--- src/rtl/point_predict_sequencer.sv ---
// rtl/point_predict_sequencer.sv - history sequencer for the LiDAR geometry point predictor
//
// Purpose: accepts per-point residuals with prediction modes, keeps the two-point
// reconstruction history, drives the external combinational predictor and emits
// reconstructed points (prediction + residual) on a valid/ready stream, one cycle
// after accept. Optional statistics are built when POINT_PRED_STATS_EN is defined.
//
// Ports:
//   clk, rst_n              clock, synchronous active-low reset
//   flush                   clears history (and statistics) after the current cycle
//   in_valid/in_ready       residual beat handshake
//   in_sof, in_mode, in_res first-of-frame flag, prediction mode, residual {x,y,z}
//   pp_mode                 effective mode to the predictor
//   pp_prev1, pp_prev2      history points n-1 and n-2 to the predictor
//   pp_pred                 predictor result (combinational, same cycle)
//   out_valid/out_ready     reconstructed point handshake
//   out_point, out_sof      reconstructed point {x,y,z} and its frame-start flag
//   stat_pts, stat_demote   accepted-beat and demotion counters (POINT_PRED_STATS_EN only)
module point_predict_sequencer #(
  parameter int COORD_W = 32
) (
  input  logic                 clk,
  input  logic                 rst_n,
  input  logic                 flush,
  input  logic                 in_valid,
  output logic                 in_ready,
  input  logic                 in_sof,
  input  logic [1:0]           in_mode,
  input  logic [3*COORD_W-1:0] in_res,
  output logic [1:0]           pp_mode,
  output logic [3*COORD_W-1:0] pp_prev1,
  output logic [3*COORD_W-1:0] pp_prev2,
  input  logic [3*COORD_W-1:0] pp_pred,
  output logic                 out_valid,
  input  logic                 out_ready,
  output logic [3*COORD_W-1:0] out_point,
  output logic                 out_sof
`ifdef POINT_PRED_STATS_EN
  ,
  output logic [31:0]          stat_pts,
  output logic [15:0]          stat_demote
`endif
);

  localparam int PW = 3 * COORD_W;

  typedef enum logic [1:0] {
    H0 = 2'd0,
    H1 = 2'd1,
    H2 = 2'd2
  } hist_t;

  hist_t         hist_st;
  hist_t         hist_nx;
  logic [PW-1:0] prev1;
  logic [PW-1:0] prev2;
  logic [PW-1:0] recon;
  logic [1:0]    em;
  logic          accept;
  logic          demote;

  // The output register is the only buffer: a new beat may enter whenever the
  // held beat is leaving (or there is none).
  assign in_ready = !out_valid || out_ready;
  assign accept   = in_valid && in_ready;

  assign pp_mode  = em;
  assign pp_prev1 = prev1;
  assign pp_prev2 = prev2;

  // History state register
  always_ff @(posedge clk) begin
    if (!rst_n) begin
      hist_st <= H0;
    end else begin
      hist_st <= hist_nx;
    end
  end

  // Effective mode and next history state. Linear extrapolation needs two
  // points, so with only one point it falls back to "previous".
  always_comb begin
    em      = in_mode;
    demote  = 1'b0;
    hist_nx = hist_st;
    if (hist_st == H0 || in_sof) begin
      em = 2'b10;
    end else if (hist_st == H1 && in_mode == 2'b01) begin
      em     = 2'b00;
      demote = accept;
    end
    if (flush) begin
      hist_nx = H0;
    end else if (accept) begin
      if (in_sof || hist_st == H0) begin
        hist_nx = H1;
      end else begin
        hist_nx = H2;
      end
    end
  end

  // Per-coordinate modular addition; carries never cross coordinate boundaries.
  always_comb begin
    recon = '0;
    for (int c = 0; c < 3; c++) begin
      recon[c*COORD_W +: COORD_W] = pp_pred[c*COORD_W +: COORD_W] + in_res[c*COORD_W +: COORD_W];
    end
  end

  // Output stage
  always_ff @(posedge clk) begin
    if (!rst_n) begin
      out_valid <= 1'b0;
      out_point <= '0;
      out_sof   <= 1'b0;
    end else if (accept) begin
      out_valid <= 1'b1;
      out_point <= recon;
      out_sof   <= in_sof;
    end else if (out_ready) begin
      out_valid <= 1'b0;
    end
  end

  // History registers; flush wins over a same-cycle accept, but that accepted
  // beat has already been reconstructed from the old history above.
  always_ff @(posedge clk) begin
    if (!rst_n) begin
      prev1 <= '0;
      prev2 <= '0;
    end else if (flush) begin
      prev1 <= '0;
      prev2 <= '0;
    end else if (accept) begin
      prev1 <= recon;
      prev2 <= in_sof ? '0 : prev1;
    end
  end

`ifdef POINT_PRED_STATS_EN
  always_ff @(posedge clk) begin
    if (!rst_n || flush) begin
      stat_pts    <= '0;
      stat_demote <= '0;
    end else if (accept) begin
      stat_pts <= in_sof ? 32'd1 : stat_pts + 32'd1;
      if (demote && stat_demote != 16'hFFFF) begin
        stat_demote <= stat_demote + 16'd1;
      end
    end
  end
`endif

endmodule
--- config.mk ---
export PLATFORM = sky130hd
export DESIGN_NAME = point_predict_sequencer
export DESIGN_NICKNAME = d
export VERILOG_FILES = /design/src/rtl/point_predict_sequencer.sv
export SDC_FILE = /design/constraint.sdc
export NUM_CORES = 1
export LEC_CHECK = 0
export CAP_MARGIN = 20
export CORE_ASPECT_RATIO = 0.6
export CORE_UTILIZATION = 30
export DETAILED_ROUTE_END_ITERATION = 10
export SYNTH_ARGS = -nofsm -noshare
export SYNTH_HDL_FRONTEND = slang
export SYNTH_SLANG_ARGS = --single-unit
export TNS_END_PERCENT = 10
--- constraint.sdc ---
create_clock -name clk -period 3.5 [get_ports clk]
set_clock_uncertainty 0.2 [all_clocks]
set_input_delay 0.7 -clock clk [delete_from_list [all_inputs] [get_ports clk]]
set_output_delay 0.7 -clock clk [all_outputs]
set_load 0.02 [all_outputs]
==> flow_metrics.env <==
export IMPL_status="finished clean"
export IMPL_r2r_start="out_valid"
export IMPL_fin_crit_sh_pct=97.9
export IMPL_area_growth_pct=51.8
export IMPL_ys_warn_count=0
export IMPL_muxShareOfSynthArea_pct=0.900
export IMPL_hpwl_um=49400
export IMPL_num_io_pins=493
export IMPL_cp_depth=12
export IMPL_antenna_found_initial=3
export IMPL_start_util_pct=30.5
export IMPL_synth_compound_area_share_pct=22.5
export IMPL_gp_congestion=0.971
export IMPL_slew_viol_final=0
export IMPL_fin_area_um2=23600
export IMPL_fmax_ghz=0.292
export IMPL_final_nets=2848
export IMPL_synth_nets=2258
export IMPL_async_flop_share_pct=0
export IMPL_critical_path_class="primary input to register"
export IMPL_first_pass_iters=6
export IMPL_ys_ff_latch=292
export IMPL_drt_iter0_drc=1043
export IMPL_worstSkewPairLatency_ns=0.53
export IMPL_cts_sinks=292
export IMPL_placedInstanceArea_um2=22400
export IMPL_dr_total_vias=17052
export IMPL_worst_slew_pin_slew_ns=0.871
export IMPL_yosysTopAreaCellShare_pct=37.6
export IMPL_rsz0062_at_grt="yes"
export IMPL_powerDensity_nw_per_um2=436
export IMPL_clockRootBuffer="clkbuf_16"
export IMPL_cts_tree="done"
export IMPL_synth_edf_count=0
export IMPL_routed_via_density=5.22
export IMPL_synth_fa_ha_area_share_pct=7.86
export IMPL_synth_top_family_by_area="simple AND/OR/NAND/NOR gates"
export IMPL_wl_um=64700
export IMPL_wl_per_cell_um=19.8
export IMPL_mappedNetlistArea_um2=15600
export IMPL_synth_xor_area_share_pct=3.21
export IMPL_setup_viol=0
export IMPL_reg2reg_depth=6
export IMPL_clkTransAtPathRegs_ns=0.06
export IMPL_whs_ns=0.249
export IMPL_worst_path_max_fanout=4
export IMPL_synth_distinct_cells=74
export IMPL_cts_buffers=35
export IMPL_irDropWorstVdd_mv=0.221
export IMPL_synth_cells=1962
export IMPL_grt_max_degree=70
export IMPL_synth_area_leaders="dfxtp_1 (38%), a21oi_1 (10%), nand2_1 (8.0%), ha_1 (7.5%), nand3b_1 (4.8%)"
export IMPL_layout_commonest_cell="clkdlybuf4s50_1"
export IMPL_grt_pass1_wl_um=96300
export IMPL_cp_slowest_cell="clkdlybuf4s50_1"
export IMPL_p_total_mw=10.3
export IMPL_fp_coreArea_um2=51100
export IMPL_dieArea_um2=52800
export IMPL_holdPathStages=2
export IMPL_drc=0
export IMPL_syn_avg_cell_area_um2=7.93
export IMPL_rows=64
export IMPL_path_cells="clkdlybuf4s50_1 > ha_1 > fa_1 > a211oi_2 > o21a_1 > a21oi_1 > o31a_1 > o21ai_2 > buf_4 > nand4_1 > and3_1 > a311o_1"
export IMPL_synth_area_leader_cell="dfxtp_1"
export IMPL_hold_path_startpoint="pp_prev2[90]"
export IMPL_htreeDepth=2
export IMPL_startpoint_type="primary input"
export IMPL_maxSlewHeadroom_pct=41.9
export IMPL_worstPathArrival_ns=3.63
export IMPL_drive_above_1_share_pct=11.3
export IMPL_ant_nets=0
export IMPL_crit_buf_inv=2
export IMPL_timing_max_cap_violations=0
export IMPL_grt_pass1_vias=16292
export IMPL_end_kind="register"
export IMPL_hold_violations=0
export IMPL_overflow=0
export IMPL_mostFrequentLayoutCells="clkdlybuf4s50_1 (490), nand2_1 (333), a21oi_1 (323)"
export IMPL_crit_path_start="in_res[64]"
export IMPL_die_h_um=178
export IMPL_grt_use_total_pct=23.4
export IMPL_critPathTopFamily="compound AO/OA/AOI/OAI gates"
export IMPL_hold_path_class="register to register"
export IMPL_ys_flop_type="dfxtp_1"
export IMPL_ys_seq_area_share_pct=37.6
export IMPL_cts_setup_buffers=0
export IMPL_fin_crit_ns=3.43
export IMPL_slowest_delay_ns=0.43
export IMPL_worstPathRequired_ns=3.70
export IMPL_numPortBuffers=492
export IMPL_synth_simple_area_share_pct=23.6
export IMPL_p_leak_nw=8.95
export IMPL_die_x_um=296
export IMPL_cts_path_max_buffers=3
cells by family (layout without fill, tap and decap cells):
family	after synthesis	in the layout
and+or+nand+nor	743	743
buffers and inverters	164	776
AOI/OAI and AO/OA	596	596
muxes	14	14
adders and majority gates	96	96
xor gates and xnor gates	57	57
other	0	1
DFF	292	292
Yosys cell counts (3+ instances only):
library cell and instances:
buf_4 5, or4_1 9, nand3b_1 99, dfxtp_1 292, nor2b_1 9, xnor2_1 42, and4_1 7, nand3_1 70
a211o_1 4, o31ai_1 4, nor3_1 27, o21bai_1 12, and3_1 10, a211oi_1 14, and2_1 4, a311o_1 6
mux2i_1 14, a31o_2 3, a221o_1 3, nor3b_1 4, buf_6 5, nand4_1 37, ha_1 93, nand2b_1 12
a31oi_1 18, buf_1 4, fa_1 3, a21o_1 34, nor4_1 5, nand2_1 333, a21oi_1 325, o2111ai_1 5
nor2_1 85, or3_1 22, o21ai_0 98, inv_1 25, xor2_1 15, o211ai_1 20, o21a_1 20, clkbuf_1 121
power breakdown:
part | switching [mW] | internal, mW
Clock | 1.53 | 2.35
Sequential | 0.132 | 3.51
Combinational | 1.52 | 1.26
Total | 3.18 | 7.11
stage by stage:
step	TNS (ns)	utilization, %	setup WS, ns	cells
floorplan	0	-	0.192	1962
global placement	-21.88	43.8	-0.575	3208
detailed placement	-25.99	43.8	-0.621	3208
CTS	0	46.1	0.0324	3267
global route	-0.0202	46.3	-0.0111	3267
finish	0	46.3	0.0719	3268
worst register-to-register path, cell delays in order (launching register included):
cell      delay, ns
dfxtp_1        0.31
nand2b_1       0.25
and2_4         0.48
buf_12         0.28
o311ai_0       0.29
buf_4          0.21
a21oi_1        0.11
per-layer routing:
layer | global-route usage (%) | vias to the layer above | wire length (um)
li1 | - | 8201 | -
met1 | 32.9 | 8230 | 30500
met2 | 36.9 | 550 | 28700
met3 | 4.96 | 69 | 4540
met4 | 4.06 | 2 | 942
met5 | 0 | - | 13
layout make-up:
class	count	area (um^2)
repair buffers	692	6490
inverters	25	95.1
fillers	5011	27500
flip-flops and latches	292	5850
clock buffers	45	1020
well taps	693	867
clock inverters	14	189
diodes	1	2.50
multi-input cells	1506	9130
final timing paths:
kind	slack [ns]	to
max	0.07	out_point[90]
min reg2reg	0.25	pp_prev2[90]
min	0.25	pp_prev2[90]
max reg2reg	1.31	out_point[40]
timing repair:
action | 4_1_cts | 5_1_grt
setup endpoints to repair | 6 | 33
pin swaps | 0 | 3
hold buffers | 0 | 0
gates resized for setup | 3 | 13
registers in the layout, indices dropped and copies added, names as in the netlist:
| signal | flops |
|---|---|
| out_point | 96 |
| pp_prev1 | 96 |
| pp_prev2 | 96 |
| hist_st | 2 |
| out_sof | 1 |
| out_valid | 1 |
No activity file was read; power rests on OpenSTA's default activity.
